<file path="src/rtl/axi_ar_crossbar.sv">
// AXI read-address crossbar: decodes each master's ARADDR to a slave,
// round-robin arbitrates per slave and drives a registered AR stage per slave.
module axi_ar_crossbar #(
    parameter int NUM_MASTERS = 2,
    parameter int NUM_SLAVES  = 4,
    parameter int ADDR_WIDTH  = 32,
    parameter int SEL_BITS    = 2,
    localparam int MID_W      = (NUM_MASTERS > 1) ? $clog2(NUM_MASTERS) : 1
) (
    input  logic                              ACLK,
    input  logic                              ARESET,
    input  logic [NUM_MASTERS*ADDR_WIDTH-1:0] M_AXI_ARADDR,
    input  logic [NUM_MASTERS*3-1:0]          M_AXI_ARPROT,
    input  logic [NUM_MASTERS-1:0]            M_AXI_ARVALID,
    output logic [NUM_MASTERS-1:0]            M_AXI_ARREADY,
    output logic [NUM_MASTERS-1:0]            M_AXI_ARDECERR,
    output logic [NUM_SLAVES*ADDR_WIDTH-1:0]  S_AXI_ARADDR,
    output logic [NUM_SLAVES*3-1:0]           S_AXI_ARPROT,
    output logic [NUM_SLAVES*MID_W-1:0]       S_AXI_ARMID,
    output logic [NUM_SLAVES-1:0]             S_AXI_ARVALID,
    input  logic [NUM_SLAVES-1:0]             S_AXI_ARREADY
);

    typedef enum logic {IDLE = 1'b0, BUSY = 1'b1} state_t;

    logic [NUM_MASTERS-1:0][SEL_BITS-1:0]    sel;
    logic [NUM_MASTERS-1:0]                  decerr_req;
    logic [NUM_SLAVES-1:0][NUM_MASTERS-1:0]  grant;
    logic [NUM_MASTERS-1:0]                  ready_merge;

    always_comb begin
        sel        = '0;
        decerr_req = '0;
        for (int m = 0; m < NUM_MASTERS; m++) begin
            sel[m]        = M_AXI_ARADDR[m*ADDR_WIDTH + ADDR_WIDTH-1 -: SEL_BITS];
            decerr_req[m] = M_AXI_ARVALID[m] && (int'(sel[m]) >= NUM_SLAVES);
        end
    end

    // Each master targets at most one slave, so at most one grant term is set.
    always_comb begin
        ready_merge = decerr_req;
        for (int s = 0; s < NUM_SLAVES; s++) begin
            ready_merge = ready_merge | grant[s];
        end
        M_AXI_ARREADY = ARESET ? '0 : ready_merge;
    end

    always_ff @(posedge ACLK or posedge ARESET) begin
        if (ARESET) begin
            M_AXI_ARDECERR <= '0;
        end else begin
            M_AXI_ARDECERR <= decerr_req;
        end
    end

    for (genvar s = 0; s < NUM_SLAVES; s++) begin : g_slave
        state_t                 state, state_nxt;
        logic [MID_W-1:0]       last_q;
        logic [NUM_MASTERS-1:0] req;
        logic [MID_W-1:0]       pick;
        logic                   found;
        logic [NUM_MASTERS-1:0] gnt;
        logic [ADDR_WIDTH-1:0]  addr_p0;
        logic [2:0]             prot_p0;
        logic [MID_W-1:0]       mid_p0;

        always_comb begin
            req = '0;
            for (int m = 0; m < NUM_MASTERS; m++) begin
                req[m] = M_AXI_ARVALID[m] && (int'(sel[m]) == s);
            end
        end

        // Round-robin search starting just after the last granted master.
        always_comb begin
            pick  = last_q;
            found = 1'b0;
            for (int k = 1; k <= NUM_MASTERS; k++) begin
                if (!found && req[(int'(last_q) + k) % NUM_MASTERS]) begin
                    found = 1'b1;
                    pick  = MID_W'((int'(last_q) + k) % NUM_MASTERS);
                end
            end
        end

        always_ff @(posedge ACLK or posedge ARESET) begin
            if (ARESET) begin
                state <= IDLE;
            end else begin
                state <= state_nxt;
            end
        end

        always_comb begin
            state_nxt = state;
            case (state)
                IDLE:    if (found) state_nxt = BUSY;
                BUSY:    if (S_AXI_ARREADY[s]) state_nxt = IDLE;
                default: state_nxt = IDLE;
            endcase
        end

        always_comb begin
            gnt = '0;
            if (state == IDLE && found) begin
                gnt[pick] = 1'b1;
            end
        end

        // Registered slave-side stage; loaded only on a grant, held while BUSY.
        always_ff @(posedge ACLK or posedge ARESET) begin
            if (ARESET) begin
                last_q  <= MID_W'(NUM_MASTERS - 1);
                addr_p0 <= '0;
                prot_p0 <= '0;
                mid_p0  <= '0;
            end else if (state == IDLE && found) begin
                last_q  <= pick;
                addr_p0 <= M_AXI_ARADDR[pick*ADDR_WIDTH +: ADDR_WIDTH];
                prot_p0 <= M_AXI_ARPROT[pick*3 +: 3];
                mid_p0  <= pick;
            end
        end

        assign grant[s]                               = gnt;
        assign S_AXI_ARVALID[s]                       = (state == BUSY);
        assign S_AXI_ARADDR[s*ADDR_WIDTH +: ADDR_WIDTH] = addr_p0;
        assign S_AXI_ARPROT[s*3 +: 3]                 = prot_p0;
        assign S_AXI_ARMID[s*MID_W +: MID_W]          = mid_p0;
    end

endmodule

</file>
<file path="config.mk">
export PLATFORM = sky130hd
export DESIGN_NAME = axi_ar_crossbar
export DESIGN_NICKNAME = d
export VERILOG_FILES = /design/src/rtl/axi_ar_crossbar.sv
export SDC_FILE = /design/constraint.sdc
export NUM_CORES = 1
export LEC_CHECK = 0
export ABC_AREA = 1
export BUFFER_PORTS_ARGS = -buffer_cell sky130_fd_sc_hd__buf_4
export CAP_MARGIN = 5
export CORE_ASPECT_RATIO = 0.6
export CORE_UTILIZATION = 50
export DETAILED_ROUTE_END_ITERATION = 10
export HOLD_SLACK_MARGIN = 0.1
export PLACE_DENSITY = 0.78
export SLEW_MARGIN = 40
export SYNTH_ARGS = -nofsm -noshare
export SYNTH_HDL_FRONTEND = slang
export SYNTH_SLANG_ARGS = --single-unit
</file>
<file path="constraint.sdc">
create_clock -name ACLK -period 4.98 [get_ports ACLK]
set_input_delay 0 -clock ACLK [delete_from_list [all_inputs] [get_ports ACLK]]
set_output_delay 0 -clock ACLK [all_outputs]
set_load 0.1 [all_outputs]
</file>
Word-level counts from Yosys, hierarchy flattened

Index checks and enable logic that the tools add are counted.

Bits in registers: 152
Latch bits: 0
Memory bits (writable): 0
Memory bits (read-only): 0
Bits of input ports: 78
Output and inout port bits: 152
Word-level logic and storage cells: 168
Memories kept: 0

Add/sub/neg operators: 8
Multipliers: 4
Div/mod/pow operators: 0
Magnitude comparators: 16
Eq/ne operators: 6
Shift-type cells: 8
Mux-type cells: 65
Bitwise gates (word level): 15
Reductions and logical operators: 26

Operators with widths:

| operator            | count |
|---|---|
| $shiftx 64x7->32    | 4 |
| $mux 1              | 52 |
| $lt 2x3->1 const B  | 8 |
| $shiftx 6x4->3      | 4 |
| $logic_and 1x1->1   | 20 |
| $mul 1x2->3 const B | 4 |
| $mux 2              | 5 |
| $add 1x1->1 const B | 8 |
| $and 1x1->1 const A | 8 |
| $eq 2x2->1 const B  | 4 |
| $lt 1x2->1 const B  | 4 |
| $pmux 1 s2          | 4 |
| $or 2x2->2          | 3 |
| $demux 1 s1         | 4 |
| $eq 2x1->1 const B  | 2 |
| $ge 1x1->1 const B  | 4 |
| $logic_not 1->1     | 4 |
| $logic_not 2->1     | 2 |
| $not 1->1           | 4 |

Longest topological paths before layout

Gate-level depths: netlist of run 1.

Depth after elaboration: 18
Depth in mapped cells: 10
Gate-level depth less buffers: 9

Worst setup path before layout of run 1

Ideal clock, no wire load.

Path type: register to output
From: reg g_slave[3].last_q
To: out M_AXI_ARREADY[0]
Data arrival time: 2.235 ns
Data required time: 4.980 ns
Setup slack: 2.745 ns
Cell stages (with the launch flop): 7
Buffers on the path: 0
Path through: dfstp_2 -> inv_1 -> o21ai_2 -> nand2_1 -> nand2_1 -> nor2_1 -> nor2_1

Cells in the longest elaborated chain, start to end: 15
Elaborated cells between the ends (all ways): 23
Classes of those cells: 2 x add/sub; 2 x order compare; 14 x mux; 1 x bitwise; 4 x reduce/logical

Ends and longest elaborated chain:

| what                                                           | RTL line | text |
|---|---|---|
| start: declaration                                             | 59       | `logic [MID_W-1:0] last_q;` |
| start signal: assignment                                       | 114      | `last_q <= MID_W'(NUM_MASTERS - 1);` |
| start signal: assignment                                       | 119      | `last_q <= pick;` |
| $add 1x1->1                                                    | 80, 82   |  |
| $mux 1 (implied by the code) (3 in series)                     | 80       | `if (!found && req[(int'(last_q) + k) % NUM_MASTERS]) begin` |
| $mux 1                                                         | 80       |  |
| $logic_not 1->1                                                | 80       |  |
| $logic_and 1x1->1                                              | 80       |  |
| $mux 1                                                         | 80       |  |
| $lt 1x2->1 (implied by the code) or $ge 1x1->1 (tied branches) | 107      | `gnt[pick] = 1'b1;` |
| $logic_and 1x1->1 (implied by the code)                        | 107      |  |
| $mux 1 (implied by the code)                                   | 107      |  |
| $demux 1 s1                                                    | 107      |  |
| $mux 2 (*)                                                     | 106      | `if (state == IDLE && found) begin` |
| $or 2x2->2 (*)                                                 | 44       | `ready_merge = ready_merge \| grant[s];` |
| $mux 2 (*)                                                     | 46       | `M_AXI_ARREADY = ARESET ? '0 : ready_merge;` |
| end: declaration                                               | 15       | `output logic [NUM_MASTERS-1:0] M_AXI_ARREADY,` |

Mark *: on every way between the ends. The rest lies on a longest branch, timed or not. The select of a mux whose other input is x is not followed.

Worst setup path in the final report of run 1

From: in M_AXI_ARADDR[62]
To: reg g_slave[0].addr_p0[26]

Cells in the longest elaborated chain, start to end: 10
Elaborated cells between the ends (all ways): 16
Classes of those cells: 1 x shift; 10 x mux; 5 x reduce/logical

Ends and longest elaborated chain:

| what                                                  | RTL line | text |
|---|---|---|
| start: declaration                                    | 12       | `input logic [NUM_MASTERS*ADDR_WIDTH-1:0] M_AXI_ARADDR,` |
| $logic_not 2->1 (*)                                   | 71       | `req[m] = M_AXI_ARVALID[m] && (int'(sel[m]) == s);` |
| $logic_and 1x1->1 (*)                                 | 71       |  |
| $mux 1 (implied by the code) (3 in series)            | 80       |  |
| $mux 1                                                | 80       |  |
| $logic_not 1->1                                       | 80       |  |
| $logic_and 1x1->1                                     | 80       |  |
| $mux 1                                                | 80       |  |
| $shiftx 64x7->32 or $logic_and 1x1->1 (tied branches) | 120, 118 |  |
| end signal: assignment                                | 120      | `addr_p0 <= M_AXI_ARADDR[pick*ADDR_WIDTH +: ADDR_WIDTH];` |
| end: declaration                                      | 64       | `logic [ADDR_WIDTH-1:0] addr_p0;` |

Marked as above.
A chain may end at the register's enable or synchronous reset.

==> summary.txt, run 1 <==
Status
  • Status: finished with violations
  • Failing checks: design-rule violations

Critical path
  • Crit path launch type: input port
  • Critical path required time: 5.34 ns
  • Critical Path Sink Type: register
  • Crit path kind: input port to register
  • Arr. time, crit path: 4.56 ns
  • Critical-path maximum fanout: 18

Die
  • Die Y: 92.2 um
  • Initial Util: 0.521
  • Core ar.: 13000 um^2
  • I/O pins: 230
  • Die X: 152 um
  • Die ar.: 14000 um^2
  • FP Rows: 32

Drt
  • Final Routed Wirelength: 24100 um
  • First DRT Iteration DRCs: 743
  • DRC viols: 15
  • Post-DR vias/cell: 5.51
  • Wirelength per Cell: 18.1 um
  • Vias post-DR: 7327
  • DRT antenna net count: 0
  • DRT Pass-1 Iters: 10

Synthesis
  • Synth area leaders: dfrtp_1 (55%), nand2_1 (20%), nand3_1 (15%), buf_2 (2.1%), dfstp_2 (1.6%)
  • Post-synth EDFFs: 0
  • Dominant synthesized flop cell: dfrtp_1
  • Post-synth top area share: 0.547
  • Most instantiated cells after synthesis: nand2_1 (365), nand3_1 (208), dfrtp_1 (148), buf_2 (29), inv_1 (20)
  • Avg Cell Area, Syn: 8.11 um^2
  • Synth Instances: 836
  • Largest area contributor in the netlist: dfrtp_1
  • Asr flop ratio synth: 1.00
  • Register area share after synthesis: 0.562
  • Syn Std Cell Area: 6780 um^2
  • Most numerous cell in the Yosys netlist: nand2_1
  • Synth cell types: 17
  • Yosys reg bits: 152
  • Ys Warns: 0

GRT
  • Pin count of the biggest net entering global routing: 113
  • First-pass GRT wire length: 38100 um
  • GRT overflow: 0
  • GRT Overall Usage: 0.354
  • Vias in the first global route: 7133
  • Initial antenna violation count: 1

Timing
  • Max-Slew Margin vs Limit: 0.462
  • Fin. Hold Viols: 0
  • # setup viols final: 0
  • Crit share post-route: 0.843
  • Tmin final: 4.20 ns
  • Unrepaired setup endpoints after global routing: no
  • FMAX: 238 MHz
  • Worst-Margin Slew: 0.805 ns
  • Pins Over Slew Limit: 0
  • Skew final: 0.00884 ns
  • Final setup TNS: 0 ns

CTS
  • # clock sinks: 152
  • CTS tree: yes
  • H-tree Lvls: 4
  • Reg clk slew, reported paths: 0.06 ns
  • TritonCTS buffer count: 17
  • CTS root buf: clkbuf_16
  • Setup bufs post-CTS: 0
  • Cts hold-fix bufs: 108
  • Clk_lat worst skew: 0.43 ns
  • Cts repair resizes: 0
  • CTS max path bufs: 2

Cells and area
  • Final net count: 1225
  • Share of cells above drive strength 1: 0.247
  • Final non-filler cell area: 10300 um^2
  • Area growth syn-to-layout: 51.5%

Placed design
  • Gpl congestion: 0.857
  • Placed cell area: 8540 um^2
  • IO buf count: 227
  • Detailed-placement wirelength estimate: 14400 um

Worst hold path
  • Worst hold path class: input port to register

Job
  • Max-cap viol count: 0
logic make-up after synthesis:
group           after synthesis  share of synthesized area
other cells                   1                   0.000553
compound gates               16                     0.0151
simple gates                588                      0.366
flops                       152                      0.562
buf+inv                      79                     0.0563
sequential cells by signal (all words and copies together), names as in the netlist:
name,cells
g_slave.addr_p0,128
g_slave.mid_p0,4
g_slave.state,4
g_slave.last_q,4
g_slave.prot_p0,12
final cells by class:
type | count | area, um^2
Clock inverter | 12 | 199
Clock buffer | 19 | 443
Fill cell | 835 | 2740
Inverter | 26 | 110
Multi-Input combinational cell | 606 | 2610
Timing Repair Buffer | 344 | 2890
Tap cell | 170 | 213
Antenna cell | 1 | 2.50
Sequential cell | 152 | 3810
worst max-delay path, stage by stage:
cell and delay [ns]:
dlygate4sd3_1 0.57, buf_4 0.17, nor2_1 0.14, dlygate4sd3_1 0.58
nand3_1 0.08, dlygate4sd3_1 0.58, nand2_1 0.08, dlygate4sd3_1 0.55
nand3_1 0.18, inv_1 0.54, buf_4 0.39, nand2_1 0.08
nand3_1 0.07, dlygate4sd3_1 0.54
worst paths after layout:
kind	from	cells after the start	endpoint	slack (ns)
worst min register to register	g_slave[1].addr_p0[30]	1	g_slave[1].addr_p0[30]	0.49
max in group asynchronous	ARESET	4	g_slave[3].addr_p0[5]	3.80
worst min-delay path	M_AXI_ARADDR[30]	5	g_slave[2].addr_p0[30]	0.11
worst max register to register	g_slave[0].last_q	11	g_slave[0].addr_p0[26]	1.32
worst max-delay path	M_AXI_ARADDR[62]	14	g_slave[0].addr_p0[26]	0.78
min in group asynchronous	ARESET	3	g_slave[1].mid_p0	0.15
through the flow:
stage                     setup WS, ns  utilization  instances  hold slack, ns
after floorplan                  0.894            -        837          0.0964
after global placement            2.88        0.652       1187           0.182
after global routing             0.712        0.789       1330           0.162
final                            0.780        0.789       1330           0.112
after CTS                         1.07        0.789       1329           0.102
after detailed placement          2.81        0.656       1190           0.186
layer usage:
layer | up-vias | part of all wire | track usage
met5 | - | 0 | 0
met4 | 0 | 0.021 | 0.134
met3 | 41 | 0.12 | 0.107
met2 | 462 | 0.45 | 0.549
met1 | 3504 | 0.41 | 0.470
li1 | 3320 | - | -
placed cells by master, fill, tap and decap left out:
cell type / instances
nor2_1: 10
bufinv_16: 5
nand3_1: 208
dlygate4sd3_1: 108
buf_16: 1
clkbuf_1: 1
clkinv_8: 1
clkinv_4: 2
inv_6: 1
inv_1: 19
buf_8: 2
buf_4: 233
or2_2: 4
inv_2: 6
conb_1: 2
clkinvlp_4: 1
dfrtp_1: 148
dfstp_2: 4
clkbuf_8: 1
nand2_1: 365
clkbuf_16: 17
a21oi_2: 1
o21ai_4: 2
nand2_2: 1
o21ai_0: 12
diode_2: 1
clkinv_2: 3
a21oi_4: 1
Power of run 1 is left out: the tool's default activity adds up to more than one toggle a clock period on the data nets, which glitch-free logic cannot reach.
==> run 2, diff against run 1 <==
--- a/config.mk
+++ b/config.mk
@@ -5,11 +5,11 @@
 export SDC_FILE = /design/constraint.sdc
 export NUM_CORES = 1
 export LEC_CHECK = 0
-export ABC_AREA = 1
+export ABC_AREA = 0
 export BUFFER_PORTS_ARGS = -buffer_cell sky130_fd_sc_hd__buf_4
 export CAP_MARGIN = 5
 export CORE_ASPECT_RATIO = 0.6
-export CORE_UTILIZATION = 50
+export CORE_UTILIZATION = 51
 export DETAILED_ROUTE_END_ITERATION = 10
 export HOLD_SLACK_MARGIN = 0.1
 export PLACE_DENSITY = 0.78
==> constraint.sdc (replaced) <==
create_clock -name ACLK -period 4.3 [get_ports ACLK]
set_input_delay 0 -clock ACLK [delete_from_list [all_inputs] [get_ports ACLK]]
set_output_delay 0 -clock ACLK [all_outputs]
set_load 0.1 [all_outputs]
==> summary.txt, run 2 <==
Status
  • Status: finished clean

Cells and area
  • Final net count: 925 (-24%)
  • Most common cell after layout, fill and taps aside: buf_4
  • Multi-input logic area: 2800 um^2 (+7.5%)
  • FF/Latch Area: 3810 um^2 (unchanged)
  • Max FFs per register: 128 (unchanged)
  • Fill cell total of the finished layout: 778 (-6.8%)
  • Area growth syn-to-layout: 48.9%
  • Most frequent cells in the layout: buf_4 (236), dfrtp_1 (148), nor3b_1 (132), a221o_1 (127), dlygate4sd3_1 (105)
  • ANT cells: 0 (-1)
  • Final non-filler cell area: 10400 um^2 (+1.4%)
  • Top reg by flops: g_slave.addr_p0
  • Largest registers: g_slave.addr_p0 (128), g_slave.prot_p0 (12)
  • Share of cells above drive strength 1: 0.349 (+0.102)

Job
  • Max-cap viol count: 0 (unchanged)

Timing
  • Worst-Margin Slew: 0.862 ns (+0.0574 ns)
  • Pins Over Slew Limit: 0 (unchanged)
  • Tmin final: 2.94 ns
  • # setup viols final: 0 (unchanged)
  • Max-Slew Margin vs Limit: 0.425 (-0.0369)
  • Unrepaired setup endpoints after global routing: no
  • Skew final: 0.00878 ns (-0.0000584 ns)
  • FMAX: 340 MHz
  • Final setup TNS: 0 ns (unchanged)
  • Final WS setup: 1.36 ns (+0.576 ns)
  • Crit share post-route: 0.685
  • Fin. Hold Viols: 0 (unchanged)

CTS
  • # clock sinks: 152 (unchanged)
  • Setup bufs post-CTS: 0 (unchanged)
  • Reg clk slew, reported paths: 0.07 ns (about the same)
  • Cts repair resizes: 0 (unchanged)
  • CTS root buf: clkbuf_16
  • Cts hold-fix bufs: 104 (-3.7%)
  • CTS tree: yes
  • CTS max path bufs: 2 (unchanged)
  • TritonCTS buffer count: 17 (unchanged)
  • H-tree Lvls: 4 (unchanged)
  • Clk_lat worst skew: 0.42 ns (about the same)

Drt
  • DRT Pass-1 Iters: 5 (-5)
  • Wirelength per Cell: 24.5 um (+35%)
  • Final Routed Wirelength: 25200 um (+4.7%)
  • Vias post-DR: 6786 (-7.4%)
  • DRC viols: 0 (-15)
  • Post-DR vias/cell: 6.59 (+20%)
  • DRT antenna net count: 0 (unchanged)
  • First DRT Iteration DRCs: 720 (-3.1%)

Die
  • FP Rows: 32 (unchanged)
  • I/O pins: 230 (unchanged)
  • Initial Util: 0.534 (+0.0132)
  • Die X: 153 um (+0.56%)
  • Core ar.: 13100 um^2 (+0.62%)
  • Die ar.: 14200 um^2 (+1.1%)
  • Die Y: 92.7 um (+0.55%)

Power
  • Leakage power: 4.77 nW
  • Switching power share of the total: 0.504
  • Combinational share of power: 0.523
  • Pwr dens: 743 nW/um^2
  • Max rail drop VDD: 0.000628 V
  • Flop pwr share: 0.262
  • Switching power: 3.90 mW
  • Pint: 3.83 mW
  • Clk pwr share: 0.216

Critical path
  • Worst path cell trace: nor4bb_4 > buf_4 > o31a_2 > o41a_1 > buf_4
  • Crit-path most repeated cell: buf_4
  • Worst path max stage delay: 0.81 ns (+0.23 ns)
  • Crit path launch type: register
  • Critical Path Sink Type: primary output
  • Crit path kind: register to primary output
  • Slowest cell on crit path: o31a_2
  • Arr. time, crit path: 2.94 ns (-1.62 ns)
  • Critical path required time: 4.30 ns (-1.04 ns)
  • Critical-path maximum fanout: 38 (+20)

GRT
  • Pin count of the biggest net entering global routing: 90 (-20%)
  • Initial antenna violation count: 0 (-1)
  • GRT Overall Usage: 0.364 (+0.00968)
  • GRT overflow: 0 (unchanged)
  • Vias in the first global route: 6729 (-5.7%)
  • First-pass GRT wire length: 39000 um (+2.4%)

Placed design
  • Detailed-placement wirelength estimate: 15300 um (+5.9%)
  • Placed cell area: 8660 um^2 (+1.5%)
  • IO buf count: 227 (unchanged)
  • Worst slack at placement: 1.66 ns (-1.15 ns)
  • Gpl congestion: 0.822 (-4.1%)

Synthesis
  • Largest area contributor in the netlist: dfrtp_1
  • Dominant synthesized flop cell: dfrtp_1
  • Synth area leaders: dfrtp_1 (53%), a221o_1 (18%), nor3b_1 (14%), buf_2 (1.7%), dfstp_2 (1.5%)
  • Register area share after synthesis: 0.545 (-0.0172)
  • Post-synth EDFFs: 0 (unchanged)
  • Synth cell types: 35 (+18)
  • Yosys reg bits: 152 (unchanged)
  • Syn Std Cell Area: 6990 um^2 (+3.2%)
  • Ys Warns: 0 (unchanged)
  • Avg Cell Area, Syn: 12.7 um^2 (+57%)
  • Asr flop ratio synth: 1.00 (unchanged)
  • Post-synth top area share: 0.530 (-0.0167)
  • Most instantiated cells after synthesis: dfrtp_1 (148), nor3b_1 (132), a221o_1 (127), buf_2 (24), clkbuf_1 (19)
  • Synth Instances: 551 (-34%)
  • Most numerous cell in the Yosys netlist: dfrtp_1

Worst hold path
  • Worst hold path class: input port to register
==> run 2: changes by cell type after synthesis, moves of 6 or more <==
cell / previous run / this run
nand2_1: 365 / 1
inv_2: 6 / 0
nand3_1: 208 / 1
and2_1: 0 / 6
buf_1: 0 / 7
nor3_1: 0 / 8
inv_1: 20 / 5
o21ai_0: 12 / 4
nor3b_1: 0 / 132
clkbuf_1: 11 / 19
a221o_1: 0 / 127
==> run 2: metrics by stage <==
stage | hold slack (ns) | instances | total power, mW | util
3_5_place_dp | 0.200 | 892 | 5.87 | 0.662
3_3_place_gp | 0.182 | 888 | 5.82 | 0.658
2_1_floorplan | 0.0964 | 552 | 5.00 | -
4_1_cts | 0.140 | 1028 | 7.70 | 0.792
6_report | 0.159 | 1030 | 7.74 | 0.795
5_1_grt | 0.165 | 1030 | 7.94 | 0.795
==> run 2: per-layer routing <==
metal,global-route usage,vias to the layer above,wire length (um)
met5,0,-,0
met4,0.102,0,458
li1,-,2786,-
met3,0.109,50,3270
met2,0.554,540,11500
met1,0.505,3410,10100
==> run 2: power groups by stage <==
stage	Combinational, mW	Sequential [mW]	Clock, mW
3_5_place_dp	3.85	2.02	0
2_1_floorplan	0.754	4.25	0
5_1_grt	4.15	2.05	1.75
3_3_place_gp	3.80	2.02	0
6_report	4.04	2.02	1.67
4_1_cts	4.02	2.01	1.67
==> run 2: final timing paths <==
check | startpoint | endpoint | slack [ns] | cells after the start
setup reg to reg | g_slave[2].state | g_slave[2].addr_p0[21] | 1.43 | 5
hold / removal | M_AXI_ARADDR[62] | g_slave[0].addr_p0[27] | 0.16 | 4
hold reg to reg | g_slave[1].addr_p0[30] | g_slave[1].addr_p0[30] | 0.48 | 1
setup / recovery | g_slave[2].state | M_AXI_ARREADY[0] | 1.36 | 5
max in group asynchronous | ARESET | g_slave[3].addr_p0[29] | 2.67 | 6
min in group asynchronous | ARESET | g_slave[0].mid_p0 | 0.65 | 4
==> run 2: logic make-up after synthesis <==
| kind of cell | share of synthesized area |
|---|---|
| flops | 0.545 |
| other cells | 0.000536 |
| compound gates | 0.200 |
| buf+inv | 0.0632 |
| simple gates | 0.191 |
==> run 2: layout make-up <==
cell class | count | share of cell area
flip-flops and latches | 152 | 0.366
clock buffers | 18 | 0.0422
well taps | 170 | 0.0204
repair buffers | 347 | 0.279
multi-input cells | 324 | 0.269
inverters | 5 | 0.00216
clock inverters | 14 | 0.0212
==> run 2: critical path, delay by kind of cell (launching register included) <==
kind            cells  cell delay (ns)
flops               1             0.44
buf+inv             2             0.73
simple gates        1             0.28
compound gates      2             1.06
Note: power is estimated with default switching activity, not from simulation.
